`config.mk`:
```
export PLATFORM = sky130hd
export DESIGN_NAME = mult_div_unit
export DESIGN_NICKNAME = d
export VERILOG_FILES = /design/src/rtl/mdu_pkg.sv /design/src/rtl/mdu_cond_neg.sv /design/src/rtl/mult_div_unit.sv
export SDC_FILE = /design/constraint.sdc
export NUM_CORES = 1
export LEC_CHECK = 0
export CORE_ASPECT_RATIO = 0.75
export CORE_MARGIN = 2
export CORE_UTILIZATION = 23
export CTS_BUF_LIST = sky130_fd_sc_hd__clkbuf_16
export CTS_CLUSTER_DIAMETER = 30
export CTS_CLUSTER_SIZE = 14
export DETAILED_ROUTE_END_ITERATION = 12
export GPL_TIMING_DRIVEN = 0
export PLACE_DENSITY_LB_ADDON = 0.2
export SLEW_MARGIN = 20
export SYNTH_ARGS = -nofsm -noshare
export SYNTH_HDL_FRONTEND = slang
export SYNTH_HIERARCHICAL = 1
export SYNTH_SLANG_ARGS = --single-unit
```
`constraint.sdc`:
```
create_clock -name clk -period 5.7 [get_ports clk]
set_input_delay 1.14 -clock clk [delete_from_list [all_inputs] [get_ports clk]]
set_output_delay 1.14 -clock clk [all_outputs]
set_load 0.01 [all_outputs]
```
`src/rtl/mdu_pkg.sv`:
```
// Shared encodings for the iterative multiply/divide unit.
// Op codes, FSM states and the iteration counter sizing.
package mdu_pkg;

   typedef enum logic [1:0] {
      MDU_MULT  = 2'b00,
      MDU_MULTU = 2'b01,
      MDU_DIV   = 2'b10,
      MDU_DIVU  = 2'b11
   } mdu_op_e;

   typedef enum logic [1:0] {
      S_IDLE = 2'b00,
      S_RUN  = 2'b01,
      S_FIX  = 2'b10
   } mdu_state_e;

   function automatic int cnt_bits(input int w);
      return $clog2(w) + 1;
   endfunction

endpackage

```
`src/rtl/mdu_cond_neg.sv`:
```
// Conditional two's-complement: res = neg ? -val : val.
// Used for operand magnitudes and for result sign correction.
module mdu_cond_neg #(
   parameter int W = 32
) (
   input  logic [W-1:0] val,
   input  logic         neg,
   output logic [W-1:0] res
);

   assign res = neg ? (~val + W'(1)) : val;

endmodule

```
`src/rtl/mult_div_unit.sv`:
```
// Iterative radix-2 MULT/MULTU/DIV/DIVU unit for the EXE stage.
// Works on magnitudes, then fixes signs in a single FIX cycle.
module mult_div_unit
   import mdu_pkg::*;
#(
   parameter int WIDTH = 32
) (
   input  logic             clk,
   input  logic             rst_n,
   input  logic             start,
   input  logic [1:0]       op,
   input  logic [WIDTH-1:0] rs_data,
   input  logic [WIDTH-1:0] rt_data,
   input  logic             flush,
   output logic             busy,
   output logic             done,
   output logic [WIDTH-1:0] lo,
   output logic [WIDTH-1:0] hi,
   output logic             div_by_zero
);

   localparam int W  = WIDTH;
   localparam int CW = cnt_bits(WIDTH);

   mdu_state_e      state;
   mdu_op_e         op_q;
   logic            sign_a;
   logic            sign_b;
   logic            dz;
   logic [CW-1:0]   count;
   logic [W-1:0]    opb;
   logic [2*W-1:0]  acc;

   logic            signed_in;
   logic            is_div;
   logic [W-1:0]    mag_a;
   logic [W-1:0]    mag_b;
   logic [W:0]      sum;
   logic [W:0]      shifted;
   logic [W+1:0]    diff;
   logic            ge;
   logic [2*W-1:0]  mul_next;
   logic [2*W-1:0]  div_next;
   logic [2*W-1:0]  prod;
   logic [W-1:0]    quo;
   logic [W-1:0]    rem;
   logic [W-1:0]    res_lo;
   logic [W-1:0]    res_hi;

   assign signed_in = !op[0];
   assign is_div    = op_q inside {MDU_DIV, MDU_DIVU};
   assign busy      = (state != S_IDLE);

   mdu_cond_neg #(.W(W)) u_abs_a (
      .val (rs_data),
      .neg (signed_in && rs_data[W-1]),
      .res (mag_a)
   );

   mdu_cond_neg #(.W(W)) u_abs_b (
      .val (rt_data),
      .neg (signed_in && rt_data[W-1]),
      .res (mag_b)
   );

   mdu_cond_neg #(.W(2*W)) u_fix_prod (
      .val (acc),
      .neg (sign_a ^ sign_b),
      .res (prod)
   );

   mdu_cond_neg #(.W(W)) u_fix_quo (
      .val (acc[W-1:0]),
      .neg (sign_a ^ sign_b),
      .res (quo)
   );

   mdu_cond_neg #(.W(W)) u_fix_rem (
      .val (acc[2*W-1:W]),
      .neg (sign_a),
      .res (rem)
   );

   // Multiply keeps the multiplier in acc low half; divide keeps the
   // partial remainder in acc high half and shifts quotient bits in low.
   always_comb begin
      sum      = {1'b0, acc[2*W-1:W]} + {1'b0, opb};
      mul_next = acc[0] ? {sum, acc[W-1:1]} : {1'b0, acc[2*W-1:1]};
      shifted  = {acc[2*W-1:W], acc[W-1]};
      diff     = {1'b0, shifted} - {2'b00, opb};
      ge       = (diff[W+1:W] == 2'b00);
      div_next = ge ? {diff[W-1:0], acc[W-2:0], 1'b1}
                    : {shifted[W-1:0], acc[W-2:0], 1'b0};
   end

   always_comb begin
      res_lo = prod[W-1:0];
      res_hi = prod[2*W-1:W];
      if (is_div) begin
         res_lo = dz ? '1 : quo;
         res_hi = rem;
      end
   end

   always_ff @(posedge clk or negedge rst_n) begin
      if (!rst_n) begin
         state       <= S_IDLE;
         op_q        <= MDU_MULT;
         sign_a      <= 1'b0;
         sign_b      <= 1'b0;
         dz          <= 1'b0;
         count       <= '0;
         opb         <= '0;
         acc         <= '0;
         done        <= 1'b0;
         div_by_zero <= 1'b0;
         lo          <= '0;
         hi          <= '0;
      end else begin
         done        <= 1'b0;
         div_by_zero <= 1'b0;
         unique case (state)
            S_IDLE: begin
               if (start && !flush) begin
                  op_q   <= mdu_op_e'(op);
                  sign_a <= signed_in && rs_data[W-1];
                  sign_b <= signed_in && rt_data[W-1];
                  dz     <= op[1] && (rt_data == '0);
                  opb    <= mag_b;
                  acc    <= {{W{1'b0}}, mag_a};
                  count  <= CW'(WIDTH);
                  state  <= S_RUN;
               end
            end
            S_RUN: begin
               if (flush) begin
                  state <= S_IDLE;
               end else begin
                  acc   <= is_div ? div_next : mul_next;
                  count <= count - CW'(1);
                  if (count == CW'(1)) state <= S_FIX;
               end
            end
            S_FIX: begin
               state <= S_IDLE;
               if (!flush) begin
                  lo          <= res_lo;
                  hi          <= res_hi;
                  done        <= 1'b1;
                  div_by_zero <= dz;
               end
            end
            default: state <= S_IDLE;
         endcase
      end
   end

endmodule

```
==> flow_summary.toml <==
[run_status]
status = "finished, final reports clean"

[drt]
via_per_inst = 5.18
drt_wl_total_um = 66100
wl_per_cell_um = 21.1
dr.pass1.iters = 5
drt-initial-drc-count = 1391
route.vias.total = 16200
drtAntennaViolNets = 0
drc_errors = 0

[clock_network]
clockBufferDepth = 2
cts_resized = 0
clock_sinks = 174
root_buffer = "clkbuf_16"
cts_tree = "built"
cts_setup_buffers = 0
cts_inserted_buffers = 17
holdBufCountCts = 0
clkSlewWorstSetupHoldPaths_ns = 0.08
clk_latency_ns = 0.50
cts_htree_levels = 4

[setup_path]
setup.worst_path.class = "reg2reg"
critPathLaunch = "acc[31]"
crit_arrival_ns = 4.34
worstReg2RegStart = "acc[31]"
critical_path_required_ns = 6.09
crit_slowest_cell = "dfrtp_1"
crit_path_end_kind = "flip-flop"
worstRegToRegCells = 15
cp_slowest_stage_delay_ns = 0.57
crit_chain = "inv_1 -> ha_1 -> inv_1 -> fa_1 -> a211o_1 -> a21o_1 -> nand4_1 -> nand2_1 -> o21ai_1 -> a31oi_1 -> o22ai_4 -> buf_6 -> mux2i_1 -> mux2i_1 -> a22o_1"
startpoint_type = "flip-flop"
path_max_fanout = 10

[floorplan]
die_h_um = 237
core-area_um2 = 71700
fp.dieW_um = 315
row_count = 85
pin_count = 137
initial_core_util_pct = 23.2
die_area_um2 = 74600

[worst_hold_path]
worstHoldPathCells = 2
hold_class = "reg2reg"
worstHoldStart = "lo[11]"

[synth]
syn_nets = 2152
ys_seq_area_share_pct = 26.1
synthCells = 2009
synth_top_flop_cell = "dfrtp_1"
synthArstFlopShare_pct = 100
postSynthAreaPerCell_um2 = 8.29
synth_enable_flop_cells = 0
synth.distinct_cells = 89
synth-xor-area-share_pct = 12.5
synthAdderAreaFrac_pct = 5.57
synth_seq_cells = 174
yosysWarnings = 6
synth_top_family_by_area = "compound AO/OA/AOI/OAI gates"
yosys.area_share.simple_pct = 20.1
synthMuxAreaShare_pct = 5.69
synth_compound_area_share_pct = 25.7
syn_area_um2 = 16700

[placement]
io_buffers = 136
dpl.hpwl_um = 52800
dp_cells = 3103
gp_congestion = 0.897

[sta]
slew_violations = 0
finalCritPeriodShare_pct = 69.3
max_slew.worst_pin.slew_ns = 1.05
tns_ns = 0
slew_headroom_pct = 29.8
grt_setup_unrepaired = "false"
max_freq_mhz = 253
setup_viol = 0
final_hold_viol_count = 0
fin_crit_ns = 3.95
skew_ns = 0.0147

[global_routing]
grt_overflow_total = 0
grt_start_max_net_pins = 91
grtUsageTotal_pct = 17.6
antenna_found_initial = 2
grt_pass1_wl_um = 99200
grt_pass1_vias = 15400

[cells_and_area]
drive_gt1_share_pct = 7.07
layout.cells.non_filler = 3135
nNetsFinal = 2308
multiInputGateArea_um2 = 11600
fill_cells = 7820
regArea_um2 = 4350
mostFrequentLayoutCells = "nand2_1, xnor2_1, o21ai_0, dfrtp_1, a21oi_1"
final_common_cell = "nand2_1"
areaGrowthSynthToFinish_pct = 19.0

[power_and_ir_drop]
leakage_uw = 0.00757
ir_drop_mv = 0.393
cellPowerDensity_nw_per_um2 = 551

[flow_run]
maxCapViolCount = 0
==> critical path, delay by kind of cell, from the launching register on <==
family / cells / cell delay (ns)
fa+ha+maj: 2 / 0.66
mux: 2 / 0.38
buf+inv: 3 / 0.50
compound gates: 6 / 1.46
simple gates: 2 / 0.26
flops: 1 / 0.57
==> power breakdown <==
group / internal (uW) / switching, uW
clock network: 641 / 575
logic: 2950 / 4090
registers: 1620 / 1040
==> layer usage <==
| layer | up-vias | share of wire (%) | track usage [%] |
|---|---|---|---|
| li1 | 7705 | - | - |
| met1 | 8015 | 51 | 26.8 |
| met2 | 465 | 41 | 24.4 |
| met3 | 60 | 6.3 | 3.89 |
| met4 | 2 | 1.8 | 4.65 |
| met5 | - | 0.015 | 0 |
==> logic make-up after synthesis <==
logic type / count (synthesis)
and+or+nand+nor: 618
AOI/OAI and AO/OA: 639
xor gates and xnor gates: 238
DFF: 174
buffers and inverters: 173
adders and majority gates: 73
muxes: 94
==> final timing paths <==
| path | to | slack [ns] |
|---|---|---|
| max in group asynchronous | opb[26] | 4.15 |
| max reg2reg | acc[55] | 1.75 |
| max | acc[55] | 1.75 |
| min in group asynchronous | acc[16] | 0.60 |
| min reg2reg | lo[11] | 0.48 |
| min | lo[11] | 0.48 |
==> area by class of cell <==
cell class	count	share of cell area, %
diodes	1	0.0126
plain buffers	111	2.39
clock buffers	17	2.15
clock inverters	14	0.720
inverters	62	1.17
multi-input cells	1662	58.5
flip-flops and latches	174	22.0
well taps	957	6.04
repair buffers	137	7.03
==> Yosys cell counts, types with 5 or more instances <==
cell type  instances  area (um2)
or2b_1             8        60.1
buf_4              9        67.6
o21ai_0          191         956
o211ai_1           9        67.6
o22ai_1           34         213
nor2b_1           15        93.8
o221ai_1          10        87.6
buf_1             26        97.6
xnor2_1          217        1900
clkbuf_1          68         255
nand3_1           25         125
nand3b_1           5        37.5
mux2_2             6        67.6
o31ai_1           58         435
or4_4              6        67.6
o21bai_1          11        82.6
a21o_1            27         203
ha_1              71         888
xor2_1            21         184
dfrtp_1          174        4350
a221o_1            7        70.1
nand2_1          230         863
nand2b_1          23         144
buf_2              6        30.0
nand4_1           24         150
a211oi_1          16         120
nor4_1            20         125
nor3_1            31         155
or4_1             12        90.1
o31a_1             7        61.3
inv_1             62         233
a21oi_1          142         711
nor2_1           137         514
o21ai_1           11        55.1
o31ai_2            8         100
or2_2             15        93.8
a22oi_1            5        37.5
o21a_1             6        45.0
mux2i_1           88         881
or3_1             14        87.6
a31oi_1           11        68.8
nor4_4            17         362
and3_1             5        31.3
o41ai_1           29         254
o41ai_2           21         342
==> sequential cells by signal, indices dropped and copies added (netlist names) <==
| register | flops |
|---|---|
| sign_a | 1 |
| state | 2 |
| done | 1 |
| hi | 32 |
| op_q | 1 |
| lo | 32 |
| acc | 64 |
| count | 6 |
| sign_b | 1 |
| div_by_zero | 1 |
| opb | 32 |
| dz | 1 |
==> per-stage QoR <==
stage	hold slack (ns)	util (%)	setup WS [ns]	instance area, um2	total power [uW]
3_3_place_gp	0.475	26.8	-4.35	19200	9600
5_1_grt	0.513	27.6	1.47	19800	11700
3_5_place_dp	0.472	26.9	1.55	19200	9620
4_1_cts	0.490	27.6	1.72	19800	10900
2_1_floorplan	0.468	-	2.58	16700	7240
6_report	0.484	27.6	1.75	19800	10900
(Power assumes the default switching activity.)
